### config.mk
export PLATFORM = sky130hd
export DESIGN_NAME = m_axi_cmd
export DESIGN_NICKNAME = d
export VERILOG_FILES = /design/src/rtl/axi_pkg.sv /design/src/rtl/m_axi_cmd.sv
export SDC_FILE = /design/constraint.sdc
export NUM_CORES = 1
export LEC_CHECK = 0
export ABC_AREA = 1
export CAP_MARGIN = 10
export CORE_MARGIN = 4
export CORE_UTILIZATION = 38
export CTS_BUF_LIST = sky130_fd_sc_hd__clkbuf_4
export CTS_CLUSTER_SIZE = 24
export DETAILED_ROUTE_END_ITERATION = 7
export PLACE_DENSITY = 0.86
export SYNTH_ARGS = -nofsm -noshare
export SYNTH_HDL_FRONTEND = slang
export SYNTH_SLANG_ARGS = --single-unit
### constraint.sdc
create_clock -name clk -period 1.4 [get_ports clk]
set_input_delay 0.14 -clock clk [delete_from_list [all_inputs] [get_ports clk]]
set_output_delay 0.14 -clock clk [all_outputs]
set_load 0.01 [all_outputs]
### src/rtl/axi_pkg.sv
// Shared AXI encodings and the command-master state type.
package axi_pkg;

  localparam logic [1:0] AXI_BURST_INCR  = 2'b01;
  localparam logic [1:0] AXI_RESP_OKAY   = 2'b00;
  localparam logic [1:0] AXI_RESP_SLVERR = 2'b10;

  typedef enum logic [2:0] {
    IDLE,
    WR_REQ,
    WR_RESP,
    RD_ADDR,
    RD_DATA,
    RSP
  } m_state_t;

  // AxSIZE encoding for a beat of 'bytes' bytes (bytes must be a power of two).
  function automatic logic [2:0] axi_size_enc(input int unsigned bytes);
    logic [2:0] enc;
    enc = '0;
    for (int unsigned i = 0; i < 8; i++) begin
      if ((32'd1 << i) == bytes) enc = 3'(i);
    end
    return enc;
  endfunction

endpackage

### src/rtl/m_axi_cmd.sv
// Single-beat AXI3 master: turns a command stream into AW/W/B or AR/R
// transactions with exactly one transaction outstanding.
module m_axi_cmd
  import axi_pkg::*;
#(
  parameter int unsigned DATA_WIDTH = 32,
  parameter int unsigned ADDR_WIDTH = 32,
  parameter logic [3:0]  AXI_ID     = 4'h0
) (
  input  logic                      clk,
  input  logic                      areset,
  // command stream
  input  logic                      cmd_valid_i,
  output logic                      cmd_ready_o,
  input  logic                      cmd_write_i,
  input  logic [ADDR_WIDTH-1:0]     cmd_addr_i,
  input  logic [DATA_WIDTH-1:0]     cmd_wdata_i,
  input  logic [DATA_WIDTH/8-1:0]   cmd_wstrb_i,
  // response stream
  output logic                      rsp_valid_o,
  input  logic                      rsp_ready_i,
  output logic                      rsp_write_o,
  output logic [DATA_WIDTH-1:0]     rsp_rdata_o,
  output logic [1:0]                rsp_resp_o,
  output logic [15:0]               wr_count_o,
  output logic [15:0]               rd_count_o,
  // write address channel
  output logic [3:0]                awid_o,
  output logic [ADDR_WIDTH-1:0]     awaddr_o,
  output logic [3:0]                awlen_o,
  output logic [2:0]                awsize_o,
  output logic [1:0]                awburst_o,
  output logic                      awvalid_o,
  input  logic                      awready_i,
  // write data channel
  output logic [3:0]                wid_o,
  output logic [DATA_WIDTH-1:0]     wdata_o,
  output logic [DATA_WIDTH/8-1:0]   wstrb_o,
  output logic                      wlast_o,
  output logic                      wvalid_o,
  input  logic                      wready_i,
  // write response channel
  input  logic [3:0]                bid_i,
  input  logic [1:0]                bresp_i,
  input  logic                      bvalid_i,
  output logic                      bready_o,
  // read address channel
  output logic [3:0]                arid_o,
  output logic [ADDR_WIDTH-1:0]     araddr_o,
  output logic                      arvalid_o,
  input  logic                      arready_i,
  // read data channel
  input  logic [3:0]                rid_i,
  input  logic [DATA_WIDTH-1:0]     rdata_i,
  input  logic                      rlast_i,
  input  logic                      rvalid_i,
  output logic                      rready_o
);

  localparam int unsigned STRB_WIDTH = DATA_WIDTH / 8;

  m_state_t state_q, state_d;

  logic                    write_q;
  logic [ADDR_WIDTH-1:0]   addr_q;
  logic [DATA_WIDTH-1:0]   wdata_q;
  logic [STRB_WIDTH-1:0]   wstrb_q;
  logic                    aw_done_q;
  logic                    w_done_q;
  logic [DATA_WIDTH-1:0]   rsp_rdata_q;
  logic [1:0]              rsp_resp_q;
  logic [15:0]             wr_cnt_q;
  logic [15:0]             rd_cnt_q;

  logic cmd_hs, aw_hs, w_hs, b_hs, ar_hs, r_hs, rsp_hs;

  // Handshakes are derived from state and done flags directly rather than
  // from the valid outputs, so the next-state logic has no combinational
  // dependence on its own outputs.
  assign cmd_hs = cmd_valid_i && (state_q == IDLE) && areset;
  assign aw_hs  = (state_q == WR_REQ)  && !aw_done_q && awready_i;
  assign w_hs   = (state_q == WR_REQ)  && !w_done_q  && wready_i;
  assign b_hs   = (state_q == WR_RESP) && bvalid_i;
  assign ar_hs  = (state_q == RD_ADDR) && arready_i;
  assign r_hs   = (state_q == RD_DATA) && rvalid_i;
  assign rsp_hs = (state_q == RSP)     && rsp_ready_i;

  always_ff @(posedge clk or negedge areset) begin
    if (!areset) state_q <= IDLE;
    else         state_q <= state_d;
  end

  always_comb begin
    state_d     = state_q;
    cmd_ready_o = 1'b0;
    awvalid_o   = 1'b0;
    wvalid_o    = 1'b0;
    wlast_o     = 1'b0;
    bready_o    = 1'b0;
    arvalid_o   = 1'b0;
    rready_o    = 1'b0;
    rsp_valid_o = 1'b0;
    unique case (state_q)
      IDLE: begin
        cmd_ready_o = areset;
        if (cmd_hs) state_d = cmd_write_i ? WR_REQ : RD_ADDR;
      end
      WR_REQ: begin
        awvalid_o = !aw_done_q;
        wvalid_o  = !w_done_q;
        wlast_o   = !w_done_q;
        if ((aw_done_q || aw_hs) && (w_done_q || w_hs)) state_d = WR_RESP;
      end
      WR_RESP: begin
        bready_o = 1'b1;
        if (b_hs) state_d = RSP;
      end
      RD_ADDR: begin
        arvalid_o = 1'b1;
        if (ar_hs) state_d = RD_DATA;
      end
      RD_DATA: begin
        rready_o = 1'b1;
        if (r_hs) state_d = RSP;
      end
      RSP: begin
        rsp_valid_o = 1'b1;
        if (rsp_hs) state_d = IDLE;
      end
      default: state_d = IDLE;
    endcase
  end

  always_ff @(posedge clk or negedge areset) begin
    if (!areset) begin
      write_q     <= 1'b0;
      addr_q      <= '0;
      wdata_q     <= '0;
      wstrb_q     <= '0;
      aw_done_q   <= 1'b0;
      w_done_q    <= 1'b0;
      rsp_rdata_q <= '0;
      rsp_resp_q  <= AXI_RESP_OKAY;
      wr_cnt_q    <= '0;
      rd_cnt_q    <= '0;
    end else begin
      if (cmd_hs) begin
        write_q   <= cmd_write_i;
        addr_q    <= cmd_addr_i;
        wdata_q   <= cmd_wdata_i;
        wstrb_q   <= cmd_wstrb_i;
        aw_done_q <= 1'b0;
        w_done_q  <= 1'b0;
      end
      if (aw_hs) aw_done_q <= 1'b1;
      if (w_hs)  w_done_q  <= 1'b1;
      if (b_hs) begin
        rsp_rdata_q <= '0;
        rsp_resp_q  <= (bid_i != AXI_ID) ? AXI_RESP_SLVERR : bresp_i;
      end
      if (r_hs) begin
        rsp_rdata_q <= rdata_i;
        rsp_resp_q  <= ((rid_i != AXI_ID) || !rlast_i) ? AXI_RESP_SLVERR : AXI_RESP_OKAY;
      end
      if (rsp_hs) begin
        if (write_q) wr_cnt_q <= wr_cnt_q + 16'd1;
        else         rd_cnt_q <= rd_cnt_q + 16'd1;
      end
    end
  end

  assign awid_o      = AXI_ID;
  assign wid_o       = AXI_ID;
  assign arid_o      = AXI_ID;
  assign awlen_o     = 4'h0;
  assign awsize_o    = axi_size_enc(STRB_WIDTH);
  assign awburst_o   = AXI_BURST_INCR;
  assign awaddr_o    = addr_q;
  assign araddr_o    = addr_q;
  assign wdata_o     = wdata_q;
  assign wstrb_o     = wstrb_q;
  assign rsp_write_o = write_q;
  assign rsp_rdata_o = rsp_rdata_q;
  assign rsp_resp_o  = rsp_resp_q;
  assign wr_count_o  = wr_cnt_q;
  assign rd_count_o  = rd_cnt_q;

endmodule
==> results.toml, run 1 <==
[synth]
synth_cell_types = 25
seq_area_frac_synth = 0.523
ys_ff_latch = 140
yosys.area_share.xor_xnor = 0.0183
syn_area_per_cell_sq_um = 8.11
synth_area_sq_um = 6700
synth-simple-area-share = 0.235
ys_warn_count = 0
synth_compound_area_frac = 0.0706
syn-instance-count = 826
synth_top_family_by_area = "simple AND/OR/NAND/NOR gates"
synthMuxAreaShare = 0
synthAdderAreaFrac = 0.00373

[min_path]
worst_hold_path_type = "in2reg"

[pwr]
leakagePower_nw = 6.43
ir_drop_v = 0.00113
pwr_density_cell_nw_per_um2 = 1830
finalPower_mw = 22.6

[clock_network]
clk_latency_ns = 0.56
h-tree-depth = 4
numCtsBuffers = 17
cts_root_buf = "clkbuf_4"
clkTransAtPathRegs_ns = 0.15
cts_sinks = 140
cts_max_path_buffers = 2
cts_tree = "built"

[cells_and_area]
syn_to_final_growth_pct = 84.9
postLayoutCoreUtil = 0.717
design_area_sq_um = 12400
drive_above_1_share = 0.446
fin_nets = 1399

[floorplanning]
die_y_um = 141
die_x_um = 141
ios = 317
core_area_sq_um = 17300
std_cell_rows = 48
start_util = 0.388
dieArea_sq_um = 19800

[sta]
setup_ws_ns = -0.383
drv_slew = 0
setup_viol = 148
worst_slew_pin_slew_ns = 0.779
fin_skew_ns = 0.0216
fin_crit_ns = 1.78
tns_ns = -35.43
final_hold_viol_count = 0
maxSlewHeadroom = 0.480
fmax_ghz = 0.561
fin_crit_sh = 1.27
rsz0062_at_grt = "true"

[place]
place_congestion = 0.873
hpwl_um = 15300
dpl-instance-area_sq_um = 9880
detailedPlace.worstSlack_ns = -0.263
portBuffers = 295

[routing]
ant_nets = 0
via_count = 7270
dr.max_layer_used = "met4"
drtIter0Drc = 416
drcViolationCount = 0
drt-wirelength-per-cell_um = 17.7
wl_met2_um = 14600
wl_met3_um = 1470
met1_length_um = 9930
wirelength_um = 26900
firstDrtPassIters = 7
via_per_inst = 4.80

[global_routing]
grt_pass1_wl_um = 36300
antenna_found_initial = 2
grt_pass1_vias = 7001
globalRouteOverflowTotal = 0
grt_max_degree = 141
track_usage = 0.230

[worst_setup_path]
crit_type = "reg2reg"
cp_max_fo = 6
cp-start-kind = "register"
critPathArrivalTime_ns = 2.28
worstPathRequired_ns = 1.90
cp-end-kind = "register"

[run_status]
violations = "setup timing"
status = "finished, violations left"

[job]
maxCapViolations = 0
power by group:
group	switching, mW	leakage (nW)	internal (mW)
combinational	6.18	4.53	7.05
clock	1.69	0.141	0.910
sequential	1.14	1.77	5.68
total	9.00	6.43	13.6
area by class of cell:
cell class              instances  area, sq um
multi-input cells             519         3150
clock buffers                  17          128
fillers                      1182         4900
inverters                     107          422
clock inverters                15          141
repair buffers                491         4760
well taps                     225          282
flip-flops and latches        140         3510
diodes                          2         5.00
critical path: stages (launching register included):
cell and delay, ns:
dfrtp_1 0.43, buf_6 0.15, nor2_4 0.16, nand2_4 0.10, nor3b_4 0.20, buf_6 0.19, buf_12 0.17, buf_12 0.13
buf_16 0.12, nand2_4 0.04, o21ai_2 0.05
worst paths after layout:
kind                            cells past startpoint              to            from  slack (ns)
worst min register to register                      2  rsp_rdata_o[2]  rsp_rdata_o[2]        0.48
worst min-delay path                                3      wdata_o[8]  cmd_wdata_i[8]        0.11
worst max-delay path                               10    araddr_o[10]      state_q[1]       -0.38
min in group asynchronous                           3       aw_done_q          areset        0.31
worst max register to register                     10    araddr_o[10]      state_q[1]       -0.38
max in group asynchronous                           3   rd_count_o[3]          areset        0.44
registers in the layout, indices dropped and copies added, names as in the netlist:
register	cells
araddr_o	32
rsp_write_o	1
rsp_resp_o	2
wdata_o	32
aw_done_q	1
wstrb_o	4
state_q	3
rsp_rdata_o	32
wr_count_o	16
w_done_q	1
rd_count_o	16
synth_stat cells, drive strengths merged:
cell type,number,area (sq um)
o21ai,83,453
a21oi,4,20.0
nor2,57,226
nand3,21,105
buf,78,589
nand4,11,68.8
nor3b,1,18.8
ha,2,25.0
inv,107,402
nand3b,2,15.0
clkbuf,1,5.00
conb,2,7.51
nand2,302,1140
dfrtp,140,3500
xnor2,9,78.8
xor2,5,43.8
nor3,1,5.00
per-stage QoR:
stage | hold slack [ns] | instances
after floorplan | -0.156 | 845
after global placement | 0.340 | 1330
after detailed placement | 0.341 | 1330
after CTS | 0.0562 | 1474
after global routing | 0.0664 | 1516
final | 0.108 | 1516
layout by cell type, fill, tap and decap left out, types with 3 or more instances in the layout:
cell type,n
buf_4,99
xor2_1,4
clkdlybuf4s15_1,30
clkbuf_4,17
nand3_2,7
inv_2,3
buf_6,95
nor2_2,4
nand2_1,198
inv_6,3
buf_2,28
o21ai_0,4
nand4_1,11
clkdlybuf4s15_2,3
inv_1,101
dfrtp_2,4
clkbuf_16,12
nand2_2,58
clkdlybuf4s50_1,119
buf_16,5
dfrtp_1,136
buf_8,7
o21ai_1,22
nand3_1,13
nand2_4,46
clkinv_4,5
conb_1,21
nor2_1,38
xnor2_1,7
o21ai_2,55
buf_12,18
clkbuf_2,74
nor2_4,15
a21oi_1,4
cells by family after synthesis:
| logic type | Yosys count |
|---|---|
| buf+inv | 186 |
| compound gates | 87 |
| xor+xnor | 14 |
| other cells | 2 |
| fa+ha+maj | 2 |
| simple gates | 395 |
| flops | 140 |
timing repair:
action,in CTS,in global routing
endpoints found under the setup margin,309,285
setup buffers,103,42
hold endpoints to repair,140,0
resized for setup,575,389
pin swaps,25,41
hold buffers,1,0
gates cloned,9,13
routing by layer:
layer,vias up,global-route usage
met1,3538,0.268
met2,300,0.417
met5,-,0
met3,77,0.0546
met4,0,0.0765
li1,3355,-
Power figures use the tool's default switching activity.
==> run 2, diff against run 1 <==
--- a/config.mk
+++ b/config.mk
@@ -6,7 +6,7 @@
 export NUM_CORES = 1
 export LEC_CHECK = 0
 export ABC_AREA = 1
-export CAP_MARGIN = 10
+export CAP_MARGIN = 20
 export CORE_MARGIN = 4
 export CORE_UTILIZATION = 38
 export CTS_BUF_LIST = sky130_fd_sc_hd__clkbuf_4
==> results of run 2 <==
Final layout, timing and power as in run 1 (identical DEF).
==> run 3, diff against run 2 <==
--- a/config.mk
+++ b/config.mk
@@ -10,6 +10,7 @@
 export CORE_MARGIN = 4
 export CORE_UTILIZATION = 38
 export CTS_BUF_LIST = sky130_fd_sc_hd__clkbuf_4
+export CTS_CLUSTER_DIAMETER = 100
 export CTS_CLUSTER_SIZE = 24
 export DETAILED_ROUTE_END_ITERATION = 7
 export PLACE_DENSITY = 0.86
==> results of run 3 <==
Final layout, timing and power as in run 1 (identical DEF).
